===== config.mk =====
export PLATFORM = sky130hd
export DESIGN_NAME = sign_unit_sequencer
export DESIGN_NICKNAME = d
export VERILOG_FILES = /design/src/rtl/sign_unit_sequencer.sv
export SDC_FILE = /design/constraint.sdc
export NUM_CORES = 1
export LEC_CHECK = 0
export ABC_AREA = 1
export BUFFER_PORTS_ARGS = -buffer_cell sky130_fd_sc_hd__clkbuf_2
export CORE_ASPECT_RATIO = 0.75
export CORE_MARGIN = 1.5
export CORE_UTILIZATION = 33
export DETAILED_ROUTE_END_ITERATION = 8
export PLACE_DENSITY = 0.59
export SYNTH_ARGS = -nofsm -noshare
export SYNTH_HDL_FRONTEND = slang
export SYNTH_SLANG_ARGS = --single-unit

===== constraint.sdc =====
create_clock -name Clk -period 2.3 [get_ports Clk]
set_input_delay 0.46 -clock Clk [delete_from_list [all_inputs] [get_ports Clk]]
set_output_delay 0.46 -clock Clk [all_outputs]
set_load 0.05 [all_outputs]

===== src/rtl/sign_unit_sequencer.sv =====
// Result-sign sequencer for FPU ADD/SUB/MUL/DIV. Effective subtracts consult the
// magnitude comparator under a watchdog; everything else resolves from operand signs.
module sign_unit_sequencer #(
    parameter int unsigned TIMEOUT = 16,
    parameter int unsigned CNT_W   = 5
) (
    input  logic       Clk,
    input  logic       Rst,
    input  logic       InValid,
    output logic       InReady,
    input  logic [1:0] OpCode,
    input  logic       SignOperandX,
    input  logic       SignOperandY,
    input  logic [1:0] RoundMode,
    output logic       CmpReq,
    input  logic       CmpValid,
    input  logic       CmpXGreater,
    input  logic       CmpEqual,
    output logic       OutValid,
    input  logic       OutReady,
    output logic       ResultSign,
    output logic       EffectiveSub,
    output logic       SignError
);

    typedef enum logic [1:0] {
        StIdle,
        StWaitCmp,
        StOut
    } state_e;

    state_e             state_q, state_d;
    logic               sign_x_q, sign_x_d;
    logic               sign_y_q, sign_y_d;
    logic               op_sub_q, op_sub_d;
    logic [1:0]         rm_q, rm_d;
    logic [CNT_W-1:0]   cnt_q, cnt_d;
    logic               res_sign_q, res_sign_d;
    logic               eff_sub_q, eff_sub_d;
    logic               sign_err_q, sign_err_d;
    logic               in_xor;

    assign in_xor = SignOperandX ^ SignOperandY;

    always_comb begin
        state_d    = state_q;
        sign_x_d   = sign_x_q;
        sign_y_d   = sign_y_q;
        op_sub_d   = op_sub_q;
        rm_d       = rm_q;
        cnt_d      = cnt_q;
        res_sign_d = res_sign_q;
        eff_sub_d  = eff_sub_q;
        sign_err_d = sign_err_q;

        unique case (state_q)
            StIdle: begin
                if (InValid) begin
                    sign_x_d   = SignOperandX;
                    sign_y_d   = SignOperandY;
                    op_sub_d   = OpCode[0];
                    rm_d       = RoundMode;
                    sign_err_d = 1'b0;
                    if (OpCode[1]) begin
                        res_sign_d = in_xor;
                        eff_sub_d  = 1'b0;
                        state_d    = StOut;
                    end else begin
                        eff_sub_d = in_xor ^ OpCode[0];
                        if (in_xor ^ OpCode[0]) begin
                            cnt_d   = '0;
                            state_d = StWaitCmp;
                        end else begin
                            res_sign_d = SignOperandX;
                            state_d    = StOut;
                        end
                    end
                end
            end
            StWaitCmp: begin
                // A comparator answer in the timeout cycle takes priority over the fallback.
                if (CmpValid) begin
                    if (CmpEqual) begin
                        res_sign_d = (rm_q == 2'b10);
                    end else if (CmpXGreater) begin
                        res_sign_d = sign_x_q;
                    end else begin
                        res_sign_d = sign_y_q ^ op_sub_q;
                    end
                    state_d = StOut;
                end else if (cnt_q == CNT_W'(TIMEOUT - 1)) begin
                    res_sign_d = sign_x_q;
                    sign_err_d = 1'b1;
                    state_d    = StOut;
                end else begin
                    cnt_d = cnt_q + CNT_W'(1);
                end
            end
            StOut: begin
                if (OutReady) begin
                    state_d = StIdle;
                end
            end
            default: state_d = StIdle;
        endcase
    end

    always_ff @(posedge Clk or posedge Rst) begin
        if (Rst) begin
            state_q    <= StIdle;
            sign_x_q   <= 1'b0;
            sign_y_q   <= 1'b0;
            op_sub_q   <= 1'b0;
            rm_q       <= 2'b00;
            cnt_q      <= '0;
            res_sign_q <= 1'b0;
            eff_sub_q  <= 1'b0;
            sign_err_q <= 1'b0;
        end else begin
            state_q    <= state_d;
            sign_x_q   <= sign_x_d;
            sign_y_q   <= sign_y_d;
            op_sub_q   <= op_sub_d;
            rm_q       <= rm_d;
            cnt_q      <= cnt_d;
            res_sign_q <= res_sign_d;
            eff_sub_q  <= eff_sub_d;
            sign_err_q <= sign_err_d;
        end
    end

    // Result fields are masked outside OUT so they read as zero while idle or waiting.
    assign InReady      = (state_q == StIdle) && !Rst;
    assign CmpReq       = (state_q == StWaitCmp);
    assign OutValid     = (state_q == StOut);
    assign ResultSign   = OutValid & res_sign_q;
    assign EffectiveSub = OutValid & eff_sub_q;
    assign SignError    = OutValid & sign_err_q;

endmodule


**After elaboration in Yosys (flattened, before gate mapping)**

Index checks and enable logic that the tools add are counted.

- Flip-flop bits (word level): 15
- Input port bits: 13
- Output and inout port bits: 6
- Logic and storage cells: 64

- $add $sub $neg: 1
- Eq/ne operators: 13
- Mux-type cells: 26
- Bitwise logic cells: 6
- Reduce and logical (&&, ||, !) cells: 9

Operators with widths:

| cell | number |
|---|---|
| $mux 5 | 5 |
| $mux 2 | 6 |
| $mux 1 | 11 |
| $ne 2x2->1 const B | 5 |
| $pmux 5 s2 | 1 |
| $reduce_and 4->1 | 2 |
| $pmux 2 s3 | 1 |
| $reduce_and 6->1 | 1 |
| $add 5x1->5 const B | 1 |
| $eq 5x4->1 const B | 1 |
| $eq 2x2->1 const B | 2 |
| $ne 2x1->1 const B | 2 |
| $pmux 1 s2 | 2 |
| $and 1x1->1 | 3 |
| $ne 3x1->1 const B | 1 |
| $ne 3x3->1 const B | 1 |
| $reduce_and 3->1 | 1 |
| $xor 1x1->1 | 3 |
| $eq 2x1->1 const B | 1 |
| $logic_not 2->1 | 1 |
| $reduce_and 2->1 | 1 |
| $reduce_bool 2->1 | 1 |
| $logic_and 1x1->1 | 1 |
| $logic_not 1->1 | 1 |

**Depth between registers and ports, before layout**

Gate-level depths: netlist of run 1.

- Word-level depth: 6
- Gate-level depth with buffers: 11
- Mapped depth without buffers: 11

**Least setup slack after synthesis of run 1**

No wires, ideal clock.

- Path kind: register -> output
- From: register state_q[0]
- To: output EffectiveSub
- Arrival time: 1.970 ns
- Required time: 1.840 ns
- Path slack: -0.130 ns
- Cell stages (with the launch flop): 4
- Buffers on the path: 0
- Cell sequence: dfrtp_1 -> nor2_1 -> inv_1 -> nor2_1

- Word-level cells in the longest chain between the ends: 2

RTL lines:

| what | RTL line | text |
|---|---|---|
| start: declaration | 32 | `state_e state_q, state_d;` |
| start signal: assignment | 110 | `state_q <= StIdle;` |
| start signal: assignment | 120 | `state_q <= state_d;` |
| $eq 2x2->1 | 135 | `assign OutValid = (state_q == StOut);` |
| via OutValid | 19 | `output logic OutValid,` |
| $and 1x1->1 | 137 | `assign EffectiveSub = OutValid & eff_sub_q;` |
| end: declaration | 22 | `output logic EffectiveSub,` |

The timed path passes the listed nets, and every way through them passes these cells.

**Worst setup path after layout of run 1**

- From: register state_q[1]
- To: output ResultSign

- Word-level cells in the longest chain between the ends: 2

RTL lines:

| what | RTL line | text |
|---|---|---|
| $eq 2x2->1 | 135 |  |
| $and 1x1->1 | 136 | `assign ResultSign = OutValid & res_sign_q;` |
| end: declaration | 21 | `output logic ResultSign,` |

Every way passes these cells.

==> impl_results.md, run 1 <==
* Total iterations of the first detailed-routing run at 4
* Area contributors post-synth: dfrtp_1 42%, nand2_1 15%, inv_1 8.8%
* Yosys top cell area share at 0.4184
* Most common cell after layout, fill and taps aside: nand2_1
* Mux share of post-synthesis cell area at 0
* Skew final at 0.004250 ns
* Fin nets at 162
* Rows at 16
* Htree depth at 1
* Sequential share of power at 0.352
* Outcome: finished, final reports clean
* Clock Path Buffers at 2
* Final WL at 1886 um
* Clock slew at reported path FFs at 0.09 ns
* Largest net degree at the start of global routing at 16
* Rel. slew slack at 0.6019
* Post-CTS Repair Setup Buffers at 0
* Final Slew Violations at 0
* RSZ-0062 raised after global routing: no
* Synth Area in XOR/XNOR at 0.009763
* Pre-CTS setup slack at 0.6905 ns
* Syn nets at 140
* Crit end category: output port
* Max-Cap Viols at 0
* Die X at 63.21 um
* Register area share after synthesis at 0.4184
* Reg2reg end: state_q[1]
* Gate Count Post-Synth at 125
* Fill cells at 288
* CP max FO at 4
* Clock Latency Late Sink at 0.28 ns
* Post-Synth Simple-Gate Area at 0.3473
* CP startpoint kind: register
* Vias in the first global route at 795
* Die area at 0.003044 sq mm
* Initial antenna violation count at 0
* Final Wtd Congestion at 0.8544
* Initial Util at 0.3447
* Max VDD drop at 768.1 uV
* Overflow left after global routing at 0
* R2r setup slk at 0.69 ns
* Num CTS Buffers at 3
* Final setup TNS at 0 ns
* Clk pwr share at 0.140
* Max Clk Rate at 541.4 MHz
* Sinks on the clock net at 15
* DPL Wire Length at 1490 um
* Hold-fix buffers, CTS at 0
* Final Hold Fails at 0
* Core Region at 0.002603 sq mm
* Wire per inst at 10.36 um
* IO Port Bufs at 18
* Combinational family with the most area after synthesis: simple AND/OR/NAND/NOR gates
* Worst r2r src: cnt_q[0]
* Final worst slack at 0.4528 ns
* CTS resizes at 0
* Power per cell area at 1053 mW/mm^2
* CTS tree: done
* Share of layout cells above drive strength 1 at 0.2055
* IO Count at 19
* Final setup vio count at 0
* Drt initial violations at 23
* Min Hold Slack at 0.2194 ns
* Critical path type: reg2out
* Gr usage total at 0.1551
* Antenna Violating Nets Remaining at 0
* Sequential cell area at 375.4 sq um
* N_diodes at 0
* Switching share of power at 0.4947
* Synth unique cells at 22
* Area leader, netlist: dfrtp_1
* Int Power at 560.5 uW
* Global-route wire length before repair at 3505 um
* Synthesized area at 897.1 sq um
* Least-Margin Pin Slew at 0.5965 ns
* Data required, critical path at 1.84 ns
* Complex-gate fraction of the synthesized area at 0.08787
* Worst EP arrival at 1.39 ns
* Min-Delay Path Class: in2async
* Adder-Cell Fraction of Synth Area at 0.02789
* Via count at 806
* Leak Pwr at 0.0005954 uW
* Reg2reg path depth at 10
* Root Buffer: clkbuf_4
* Multi-input gate area at 424.2 sq um
* Combinational share of power at 0.508
* Via density at 4.429
* Period Utilization, post-route at 0.8031
* #FFs+latches synth at 15
* Chip height at 48.16 um
* Syn Area/Cell at 7.177 sq um
* Final Critical Period at 1.847 ns
* P&R area growth vs syn at 17.43%
* DRC violations left at 0
* Synthesis Warnings at 0
* Sw Pwr at 548.7 uW
* Commonest non-fill, non-tap cells in the layout: 37 x nand2_1, 21 x inv_1, 18 x clkbuf_2
[layer usage]
layer	vias to the layer above	track usage	share of wire
li1	430	-	-
met1	352	0.1903	0.49
met2	22	0.2617	0.44
met3	2	0.05081	0.062
met4	0	0.06957	0.0080
met5	-	0	0
[cell families after synthesis]
family          Yosys count
flops                    15
fa+ha+maj                 2
simple gates             70
buf+inv                  25
xor+xnor                  1
compound gates           12
[worst max-delay path by stage]
stage,slack [ns],end,cells after the start,startpoint
detailed placement,0.69,state_q[1],10,cnt_q[0]
floorplan,-0.13,EffectiveSub,3,state_q[0]
finish,0.45,ResultSign,5,state_q[1]
CTS,0.42,ResultSign,5,state_q[1]
global placement,0.73,state_q[1],10,cnt_q[0]
global route,0.27,ResultSign,5,state_q[1]
[power groups by stage]
stage	Combinational (uW)	Clock [uW]	Sequential [uW]
floorplan	451	0	386
global placement	552	0	395
detailed placement	565	0	398
CTS	569	164	392
global route	644	178	403
finish	564	155	390
[cell type report]
type	count	share of cell area
clock buffers	4	0.02494
inverters	24	0.08789
multi-input cells	85	0.4026
flip-flops and latches	15	0.3563
well taps	36	0.04276
repair buffers	18	0.08551
[cells in the mapped netlist]
cell type / number
buf_2: 1
nand2_2: 2
nand2_4: 2
a22oi_4: 1
o21ai_0: 6
xor2_1: 1
dfrtp_1: 15
nand3_1: 11
inv_1: 21
nor2_2: 1
ha_1: 2
or2_1: 1
nand2_1: 37
a21oi_1: 2
o211ai_1: 1
nand4_1: 1
nor3b_1: 1
o21ai_1: 2
inv_2: 2
nand3b_1: 1
nor2_1: 13
inv_4: 1
[critical path: stages, from the launching register on]
cell and delay [ns]:
dfrtp_1 0.37, inv_1 0.08, nor2_1 0.13, inv_1 0.12, nor2_1 0.12, clkbuf_2 0.29
[stage by stage]
| step | cell area [sq um] | power (uW) | std cells | utilization |
|---|---|---|---|---|
| floorplan | 897.1 | 836.8 | 125 | - |
| global placement | 1027 | 946.7 | 178 | 0.3947 |
| detailed placement | 1027 | 962.7 | 178 | 0.3947 |
| CTS | 1054 | 1125 | 182 | 0.4048 |
| global route | 1054 | 1225 | 182 | 0.4048 |
| finish | 1054 | 1109 | 182 | 0.4048 |
[state kept, by name, summed over array words and instances (netlist names)]
signal / flops
sign_y_q: 1
sign_err_q: 1
cnt_q: 5
res_sign_q: 1
state_q: 2
rm_q: 2
sign_x_q: 1
op_sub_q: 1
eff_sub_q: 1
Note: power is estimated with default switching activity, not from simulation.
==> run 2: changes to the inputs <==
==> constraint.sdc (replaced) <==
create_clock -name Clk -period 1.7 [get_ports Clk]
set_input_delay 0.34 -clock Clk [delete_from_list [all_inputs] [get_ports Clk]]
set_output_delay 0.34 -clock Clk [all_outputs]
set_load 0.05 [all_outputs]
==> impl_results.md, run 2 (synthesis results as in run 1) <==
* CP startpoint kind: register (unchanged)
* Final WL at 1808 um (was 1886 um)
* Reg2reg path depth at 8 (was 10)
* Skew final at 0.001846 ns (was 0.004250 ns)
* Initial Util at 0.3447 (unchanged)
* Num CTS Buffers at 3 (unchanged)
* Sequential cell area at 376.6 sq um (was 375.4 sq um)
* CP max FO at 5 (was 4)
* Rows at 16 (unchanged)
* Min Hold Slack at 0.1058 ns (was 0.2194 ns)
* IO Port Bufs at 18 (unchanged)
* Leak Pwr at 0.0006107 uW (was 0.0005954 uW)
* Data required, critical path at 1.36 ns (was 1.84 ns)
* Global-route wire length before repair at 3008 um (was 3505 um)
* Max FFs per register at 5 (unchanged)
* Clock slew at reported path FFs at 0.08 ns (was 0.09 ns)
* Wire per inst at 9.880 um (was 10.36 um)
* Period Utilization, post-route at 0.9492
* Max-Cap Viols at 0 (unchanged)
* Largest registers: cnt_q (5), rm_q (2), state_q (2) (unchanged)
* Final Slew Violations at 0 (unchanged)
* DRC violations left at 0 (unchanged)
* Fin nets at 163 (was 162)
* Min-Delay Path Class: in2async (unchanged)
* Via density at 4.437 (was 4.429)
* Critical path type: reg2out (unchanged)
* Final Critical Period at 1.614 ns
* Multi-input gate area at 466.7 sq um (was 424.2 sq um)
* RSZ-0062 raised after global routing: no (unchanged)
* Largest net degree at the start of global routing at 16 (unchanged)
* Design area at 0.001124 sq mm (was 0.001054 sq mm)
* Most common cell after layout, fill and taps aside: nand2_1 (unchanged)
* Worst r2r src: cnt_q[0] (unchanged)
* Total iterations of the first detailed-routing run at 4 (unchanged)
* Max VDD drop at 342.5 uV (was 768.1 uV)
* Final Hold Fails at 0 (unchanged)
* Overflow left after global routing at 0 (unchanged)
* Final core occ at 0.4317 (was 0.4048)
* Placed Area at 0.001065 sq mm (was 0.001027 sq mm)
* Most flops, register: cnt_q (unchanged)
* Commonest non-fill, non-tap cells in the layout: 37 x nand2_1, 19 x inv_1, 14 x dfrtp_1 (was 37 x nand2_1, 21 x inv_1, 18 x clkbuf_2)
* Root Buffer: clkbuf_4 (unchanged)
* Power per cell area at 1437 mW/mm^2 (was 1053 mW/mm^2)
* Final Wtd Congestion at 0.7701 (was 0.8544)
* Max Clk Rate at 619.7 MHz
* Die area at 0.003044 sq mm (unchanged)
* Drt initial violations at 27 (was 23)
* Initial antenna violation count at 0 (unchanged)
* Placed cell count at 179 (was 178)
* Hold-fix buffers, CTS at 0 (unchanged)
* Core Region at 0.002603 sq mm (unchanged)
* Chip height at 48.16 um (unchanged)
* Gr usage total at 0.1301 (was 0.1551)
* Share of layout cells above drive strength 1 at 0.2653 (was 0.2055)
* CTS tree: done (unchanged)
* Rel. slew slack at 0.6129 (was 0.6019)
* Clock Path Buffers at 2 (unchanged)
* N_diodes at 0 (unchanged)
* Fill cells at 263 (was 288)
* Worst EP arrival at 1.27 ns (was 1.39 ns)
* Outcome: finished, final reports clean (unchanged)
* Fin cells at 183 (was 182)
* IO Count at 19 (unchanged)
* Antenna Violating Nets Remaining at 0 (unchanged)
* R2r setup slk at 0.16 ns (was 0.69 ns)
* Final setup TNS at 0 ns (unchanged)
* Reg2reg end: cnt_q[1] (was state_q[1])
* Crit end category: output port (unchanged)
* Least-Margin Pin Slew at 0.5800 ns (was 0.5965 ns)
* Htree depth at 1 (unchanged)
* DPL Wire Length at 1481 um (was 1490 um)
* Clock Latency Late Sink at 0.28 ns (about the same)
* Sinks on the clock net at 15 (unchanged)
* Via count at 812 (was 806)
* Vias in the first global route at 733 (was 795)
* P&R area growth vs syn at 25.24% (was 17.43%)
* Final setup vio count at 0 (unchanged)
* Die X at 63.21 um (unchanged)
## run 2: where the power goes
part	total, uW	switching [uW]	internal (uW)
Clock	198	107	91.0
Sequential	553	86.5	466
Combinational	864	593	271
## run 2: worst max-delay path: stages (launching register included)
cell and delay (ns):
dfrtp_2 0.47, nor2_4 0.16, inv_1 0.08, nor2_1 0.09, buf_4 0.20
## run 2: layer usage
| metal | wire [um] | up-vias | GRT usage |
|---|---|---|---|
| met5 | 0 | - | 0 |
| met4 | 0 | 0 | 0.06522 |
| met3 | 58 | 0 | 0.01617 |
| met2 | 843 | 11 | 0.2213 |
| met1 | 906 | 368 | 0.1724 |
| li1 | - | 433 | - |
## run 2: area by class of cell
class	count	share of cell area
sequential	15	0.3352
tap	36	0.04009
inverter	24	0.08241
multi-input combinational	85	0.4154
timing repair buffer	19	0.1036
clock buffer	4	0.02339
## run 2: worst max-delay path by stage
stage	startpoint	to	slack, ns	depth (start not counted)
floorplan	state_q[0]	InReady	0.05	3
global placement	cnt_q[0]	state_q[1]	0.15	10
detailed placement	cnt_q[0]	state_q[1]	0.12	10
CTS	state_q[1]	CmpReq	-0.0008	4
global route	state_q[0]	InReady	0.003	4
finish	state_q[0]	InReady	0.09	4
## run 2: timing repair
item | CTS | global route
gates resized for setup | 5 | 14
setup endpoints to repair | 5 | 7
setup buffers | 0 | 0
hold endpoints to repair | 0 | 0
## run 2: per-stage QoR
step	setup slack [ns]	total power (uW)
finish	0.08632	1615
global route	0.003218	1755
detailed placement	0.1210	1371
CTS	-0.0007531	1616
floorplan	0.05017	1198
global placement	0.1526	1353
